## src/rtl/mips_multicycle_control.sv

```systemverilog
// Main control FSM for the multicycle MIPS datapath: sequences fetch, decode,
// execute, memory and writeback, and drives every datapath enable and mux select.
module mips_multicycle_control (
    input  logic       clk,
    input  logic       rst_n,
    input  logic [5:0] opcode,
    input  logic       mem_ready,
    output logic       pc_write,
    output logic       pc_write_cond,
    output logic       i_or_d,
    output logic       mem_read,
    output logic       mem_write,
    output logic       ir_write,
    output logic       mem_to_reg,
    output logic       reg_write,
    output logic       reg_dst,
    output logic       alu_src_a,
    output logic [1:0] alu_src_b,
    output logic [1:0] alu_op,
    output logic [1:0] pc_source,
    output logic [3:0] state,
    output logic       illegal_op
);

    // state   | meaning
    // FETCH   | read instruction at PC, PC+4 (IR/PC load once mem_ready)
    // DECODE  | register read, branch target precompute, opcode dispatch
    // MEMADR  | effective address A + signext(imm)
    // MEMRD   | data memory read, waits for mem_ready
    // MEMWB   | MDR -> rt
    // MEMWR   | data memory write, waits for mem_ready
    // EXECUTE | R-type ALU operation
    // ALUWB   | ALUOut -> rd
    // BRANCH  | compare A/B, load PC from ALUOut if zero
    // ADDIEX  | A + signext(imm)
    // ADDIWB  | ALUOut -> rt
    // JUMP    | load PC with jump target

    localparam logic [5:0] OP_RTYPE = 6'b000000;
    localparam logic [5:0] OP_LW    = 6'b100011;
    localparam logic [5:0] OP_SW    = 6'b101011;
    localparam logic [5:0] OP_BEQ   = 6'b000100;
    localparam logic [5:0] OP_ADDI  = 6'b001000;
    localparam logic [5:0] OP_J     = 6'b000010;

    typedef enum logic [3:0] {
        S_FETCH   = 4'd0,
        S_DECODE  = 4'd1,
        S_MEMADR  = 4'd2,
        S_MEMRD   = 4'd3,
        S_MEMWB   = 4'd4,
        S_MEMWR   = 4'd5,
        S_EXECUTE = 4'd6,
        S_ALUWB   = 4'd7,
        S_BRANCH  = 4'd8,
        S_ADDIEX  = 4'd9,
        S_ADDIWB  = 4'd10,
        S_JUMP    = 4'd11
    } state_t;

    state_t state_q;
    state_t state_d;
    logic   illegal_q;
    logic   illegal_d;

    always_ff @(posedge clk) begin
        if (!rst_n) begin
            state_q   <= S_FETCH;
            illegal_q <= 1'b0;
        end else begin
            state_q   <= state_d;
            illegal_q <= illegal_d;
        end
    end

    always_comb begin
        state_d       = state_q;
        illegal_d     = 1'b0;
        pc_write      = 1'b0;
        pc_write_cond = 1'b0;
        i_or_d        = 1'b0;
        mem_read      = 1'b0;
        mem_write     = 1'b0;
        ir_write      = 1'b0;
        mem_to_reg    = 1'b0;
        reg_write     = 1'b0;
        reg_dst       = 1'b0;
        alu_src_a     = 1'b0;
        alu_src_b     = 2'b00;
        alu_op        = 2'b00;
        pc_source     = 2'b00;

        case (state_q)
            S_FETCH: begin
                mem_read  = 1'b1;
                alu_src_b = 2'b01;
                // PC and IR load only on the cycle the fetch completes
                pc_write  = mem_ready;
                ir_write  = mem_ready;
                if (mem_ready) state_d = S_DECODE;
            end
            S_DECODE: begin
                alu_src_b = 2'b11;
                case (opcode)
                    OP_LW, OP_SW: state_d = S_MEMADR;
                    OP_RTYPE:     state_d = S_EXECUTE;
                    OP_BEQ:       state_d = S_BRANCH;
                    OP_ADDI:      state_d = S_ADDIEX;
                    OP_J:         state_d = S_JUMP;
                    default: begin
                        state_d   = S_FETCH;
                        illegal_d = 1'b1;
                    end
                endcase
            end
            S_MEMADR: begin
                alu_src_a = 1'b1;
                alu_src_b = 2'b10;
                if (opcode == OP_LW)      state_d = S_MEMRD;
                else if (opcode == OP_SW) state_d = S_MEMWR;
                else                      state_d = S_FETCH;
            end
            S_MEMRD: begin
                mem_read = 1'b1;
                i_or_d   = 1'b1;
                if (mem_ready) state_d = S_MEMWB;
            end
            S_MEMWB: begin
                reg_write  = 1'b1;
                mem_to_reg = 1'b1;
                state_d    = S_FETCH;
            end
            S_MEMWR: begin
                mem_write = 1'b1;
                i_or_d    = 1'b1;
                if (mem_ready) state_d = S_FETCH;
            end
            S_EXECUTE: begin
                alu_src_a = 1'b1;
                alu_op    = 2'b10;
                state_d   = S_ALUWB;
            end
            S_ALUWB: begin
                reg_write = 1'b1;
                reg_dst   = 1'b1;
                state_d   = S_FETCH;
            end
            S_BRANCH: begin
                alu_src_a     = 1'b1;
                alu_op        = 2'b01;
                pc_write_cond = 1'b1;
                pc_source     = 2'b01;
                state_d       = S_FETCH;
            end
            S_ADDIEX: begin
                alu_src_a = 1'b1;
                alu_src_b = 2'b10;
                state_d   = S_ADDIWB;
            end
            S_ADDIWB: begin
                reg_write = 1'b1;
                state_d   = S_FETCH;
            end
            S_JUMP: begin
                pc_write  = 1'b1;
                pc_source = 2'b10;
                state_d   = S_FETCH;
            end
            default: state_d = S_FETCH;
        endcase

        // reset holds every strobe low regardless of the registered state
        if (!rst_n) begin
            pc_write      = 1'b0;
            pc_write_cond = 1'b0;
            i_or_d        = 1'b0;
            mem_read      = 1'b0;
            mem_write     = 1'b0;
            ir_write      = 1'b0;
            mem_to_reg    = 1'b0;
            reg_write     = 1'b0;
            reg_dst       = 1'b0;
            alu_src_a     = 1'b0;
            alu_src_b     = 2'b00;
            alu_op        = 2'b00;
            pc_source     = 2'b00;
        end
    end

    assign state      = rst_n ? 4'(state_q) : 4'd0;
    assign illegal_op = rst_n & illegal_q;

endmodule

```

## config.mk

```make
export PLATFORM = sky130hd
export DESIGN_NAME = mips_multicycle_control
export DESIGN_NICKNAME = d
export VERILOG_FILES = /design/src/rtl/mips_multicycle_control.sv
export SDC_FILE = /design/constraint.sdc
export NUM_CORES = 1
export LEC_CHECK = 0
export BUFFER_PORTS_ARGS = -buffer_cell sky130_fd_sc_hd__buf_2
export CORE_MARGIN = 2
export CORE_UTILIZATION = 29
export DETAILED_ROUTE_END_ITERATION = 10
export GPL_ROUTABILITY_DRIVEN = 0
export PLACE_DENSITY_LB_ADDON = 0.05
export SLEW_MARGIN = 20
export SYNTH_ARGS = -nofsm -noshare
export SYNTH_HDL_FRONTEND = slang
export SYNTH_SLANG_ARGS = --single-unit
```

## constraint.sdc

```tcl
create_clock -name clk -period 1.3 [get_ports clk]
set_input_delay 0.065 -clock clk [delete_from_list [all_inputs] [get_ports clk]]
set_output_delay 0.065 -clock clk [all_outputs]
set_load 0.01 [all_outputs]
```

* Yosys cells after proc, flatten, opt, wreduce, memory -nomap -nowiden
Index checks and enable logic that the tools add are counted.
** Word-level totals
- Logic and storage cells :: 68
- Register bits after elaboration :: 5
- Output and inout bits :: 21
- Input port bits :: 9
** Cells by class
- Bitwise operators :: 1
- Mux-type cells :: 35
- Reduce and logical (&&, ||, !) cells :: 11
- Equality and inequality tests :: 19
** Operators by type and width (number)
- 4-bit one-hot mux with 7 select lines :: 1
- 1-bit two-way mux :: 20
- 4-bit one-hot mux with 5 select lines :: 1
- 4-bit by 3-bit equality test with 1-bit output (second input constant) :: 4
- 4-bit equality test (second input constant) :: 4
- 4-bit two-way mux :: 4
- 6-bit equality test (second input constant) :: 2
- 4-bit by 2-bit equality test with 1-bit output (second input constant) :: 2
- 2-bit one-hot mux with 2 select lines :: 2
- 2-bit OR reduction :: 4
- 6-bit by 2-bit equality test with 1-bit output (second input constant) :: 1
- 6-bit by 3-bit equality test with 1-bit output (second input constant) :: 1
- 6-bit by 4-bit equality test with 1-bit output (second input constant) :: 1
- 6-bit zero test :: 1
- 2-bit two-way mux :: 3
- 3-bit two-way mux :: 2
- 2-bit != test (second input constant) :: 3
- 2-bit one-hot mux with 3 select lines :: 1
- 6-bit OR reduction :: 1
- 4-bit by 1-bit equality test with 1-bit output (second input constant) :: 1
- 4-bit zero test :: 1
- 4-bit OR reduction :: 1
- 3-bit AND reduction :: 1
- 3-bit OR reduction :: 1
- other kinds (3) :: 3

* Logic depth before layout (Yosys ltp)
- Word-level depth :: 4
- Mapped depth :: 5
- Gate-level depth less buffers :: 4

* Worst setup path after synthesis
OpenSTA, ideal clock, no wires.
- Kind :: register -> output
- Start point :: register state_q[2]
- End point :: output port pc_write
- Data required time :: 1235 ps
- Setup slack :: 24 ps
- Path buffers :: 1
- Cell stages (with the launch flop) :: 6
- Arrival time :: 1211 ps
- Path through :: dfxtp_1 > buf_6 > nor2_1 > nand3_1 > nor3_1 > or2_1
** On the way
- Longest elaborated chain between the ends :: 3
- Elaborated cells between the ends (all ways) :: 4
- Classes of those cells :: eq/ne (1); mux (2); reduce/logical (1)
** Ends and longest elaborated chain
- from (decl) :: RTL line 61 : state_t state_q;
- from (signal assigned) :: RTL line 71 : state_q <= state_d;
- 4-bit equality test or 4-bit zero test (tied branches) :: RTL line 93 : case (state_q)
- 1-bit one-hot mux with 2 select lines (*) :: RTL line 93
- 1-bit two-way mux (*) :: RTL line 173 : if (!rst_n) begin
- to (decl) :: RTL line 8 : output logic pc_write,
Mark *: on every way between the ends. The rest lies on a longest branch, timed or not.

* Worst setup path in the final report
- Start point :: register state_q[1]
- End point :: output port pc_write
Same word-level chain as after synthesis.

==> results.py <==
metrics = {
    "critical_path": {
        "crit_arrival_ps": 1290,
        "crit_type": "register to primary output",
        "r2r_start": "state_q[0]",
        "required_ps": 1240,
        "cp-end-kind": "primary output",
        "r2r-end": "state_q[2]",
        "cp-startpoint": "state_q[1]",
        "cp_max_fo": 5,
        "cp-endpoint": "pc_write",
        "regToRegSetupSlack_ps": 30,
        "worstRegToRegCells": 6,
        "startpoint_type": "register",
    },
    "global_routing": {
        "antenna_found_initial": 0,
        "grt_max_degree": 14,
        "overflow": 0,
        "grt_usage_pct": 16.8,
        "grt_pass1_wl_mm": 3.33,
        "grt_pass1_vias": 750,
    },
    "finish": {
        "regArea_um2": 113,
        "layout-drive-gt1-share_pct": 60.9,
        "fillers": 212,
        "stdcell_count": 166,
        "layout.nets": 148,
        "multiInputGateArea_um2": 598,
        "area_growth_pct": 76.2,
        "n_antenna_cell": 0,
    },
    "timing": {
        "rsz0062_at_grt": "yes",
        "period_share_pct": 105,
        "fin_setup_tns_ps": -263,
        "hold_violations": 0,
        "tightestPinTransition_ps": 365,
        "setup_viol": 10,
        "fin_crit_ps": 1360,
        "max_slew_margin_pct": 75.5,
        "skew_ps": 1.14,
        "fmax_mhz": 736,
        "setup_ws_ps": -59.1,
        "finalMaxSlewViolations": 0,
    },
    "placed_design": {
        "dpl.cell_count": 158,
        "dpl.hpwl_mm": 1.63,
        "io_buffers": 29,
    },
    "synthesis": {
        "yosysWarnings": 0,
        "ys_top_cells_by_count": "7 x inv_1, 7 x nor3_1, 6 x and2_1, 6 x nand2_1",
        "avgSynthCellArea_um2": 7.24,
        "synth_top_area_cell": "dfxtp_1",
        "ys_seq_area_share_pct": 15.4,
        "synthArstFlopShare_pct": 0,
        "postSynthCellCount": 90,
        "synthTopCellsByArea": "dfxtp_1 15%, and2_1 5.8%, nor3_1 5.4%",
        "synth_ff_type": "dfxtp_1",
        "syn_area_um2": 652,
        "synth_top_area_share_pct": 15.4,
        "ys_ff_latch": 5,
        "synth_edf_count": 0,
        "syn-num-nets": 99,
        "synthDistinctLibCells": 35,
    },
    "detailed_routing": {
        "routedWlPerCell_um": 12.6,
        "vias": 839,
        "drc": 0,
        "vias_per_cell": 5.05,
        "ant_nets": 0,
        "first_pass_iters": 4,
        "drt_iter0_drc": 18,
        "wl_mm": 2.10,
    },
    "run_status": {
        "status": "complete, but fails checks",
        "violations": "negative setup slack",
    },
    "die": {
        "dieWidth_um": 51.4,
        "rows": 17,
        "die_area_um2": 2640,
        "start_util_pct": 30.0,
        "fp.coreArea_um2": 2170,
        "die_y_um": 51.4,
        "ios": 30,
    },
    "clock_tree": {
        "clk_pin_slew_worst_paths_ps": 40,
        "htreeDepth": 1,
        "insertion_delay_ps": 240,
        "cts_sinks": 5,
        "cts_buffer_depth": 2,
        "clockRootBuffer": "clkbuf_4",
        "hold_buffers": 0,
        "cts_tree": "yes",
        "cts_buffers": 3,
    },
    "power": {
        "p_total_uw": 632,
        "power_density_nw_per_um2": 550,
        "p_leak_uw": 0.000556,
        "worst_ir_drop_vdd_uv": 487,
    },
    "job": {
        "maxCapViolations": 0,
    },
    "hold_path": {
        "holdCritPathClass": "input pin to register",
    },
}
==> worst min-delay path by stage <==
stage / end / startpoint / slack (ps) / cells after the start
after CTS: state_q[3] / rst_n / 210 / 2
after detailed placement: state_q[3] / rst_n / 460 / 2
after global routing: state_q[3] / rst_n / 240 / 2
final: state_q[3] / rst_n / 230 / 2
after floorplan: ir_write / rst_n / 240 / 2
after global placement: state_q[3] / rst_n / 460 / 2
==> per-stage QoR <==
step | utilization (%) | setup slack [ps] | instance area (um^2) | hold WS [ps]
after detailed placement | 42.6 | -66.1 | 923 | 460
after global placement | 42.6 | -26.9 | 923 | 462
after CTS | 47.5 | -109 | 1030 | 206
after floorplan | - | 23.7 | 652 | 240
final | 52.9 | -59.1 | 1150 | 225
after global routing | 52.9 | -131 | 1150 | 239
==> placed cells by master (no fill, tap or decap), drive strengths merged, types with 3 or more instances in the layout <==
cell type  netlist  routed
buf              6      51
nor3             7       7
inv              7       6
and2             6       6
nand2            6       6
and3             5       5
nor2             5       5
dfxtp            5       5
nor2b            4       4
a21oi            4       4
clkbuf           1       4
o21ai            3       3
o211ai           3       3
nor3b            3       3
nor4             3       3
==> sequential cells by signal, indices dropped and copies added, names as in the netlist <==
name       count
illegal_q      1
state_q        4
==> cell families after synthesis <==
logic type	synth area share [%]
compound gates	23.8
simple gates	44.1
xor+xnor	4.03
buf+inv	12.7
flops	15.4
==> per-layer routing <==
layer  track usage, %  routed length [um]  vias up  share of wire (%)
li1                 -                   -      421                  -
met3             3.80                 143        4                6.8
met1             21.0                 930      384                 44
met5                0                   0        -                  0
met2             28.2                 998       30                 48
met4             5.26                  27        0                1.3
==> repair_timing <==
item	4_1_cts	5_1_grt
pin swaps	2	6
buffers inserted	2	3
gates resized for setup	23	19
setup endpoints to repair	20	18
==> critical path, stage by stage (launching register included) <==
cell and delay [ps]:
dfxtp_4 350, buf_4 160, and4_1 200, or2_1 210, buf_2 130
==> area by class of cell <==
cell class / count / area share (%)
multi-input cells: 71 / 52.1
repair buffers: 51 / 30.2
flip-flops and latches: 5 / 9.80
well taps: 28 / 3.05
inverters: 7 / 2.61
clock buffers: 4 / 2.29
==> where the power goes <==
part | internal [uW] | switching, uW
Sequential | 158 | 6.91
Clock | 116 | 57.4
Combinational | 151 | 143
No activity file was read; power rests on OpenSTA's default activity.
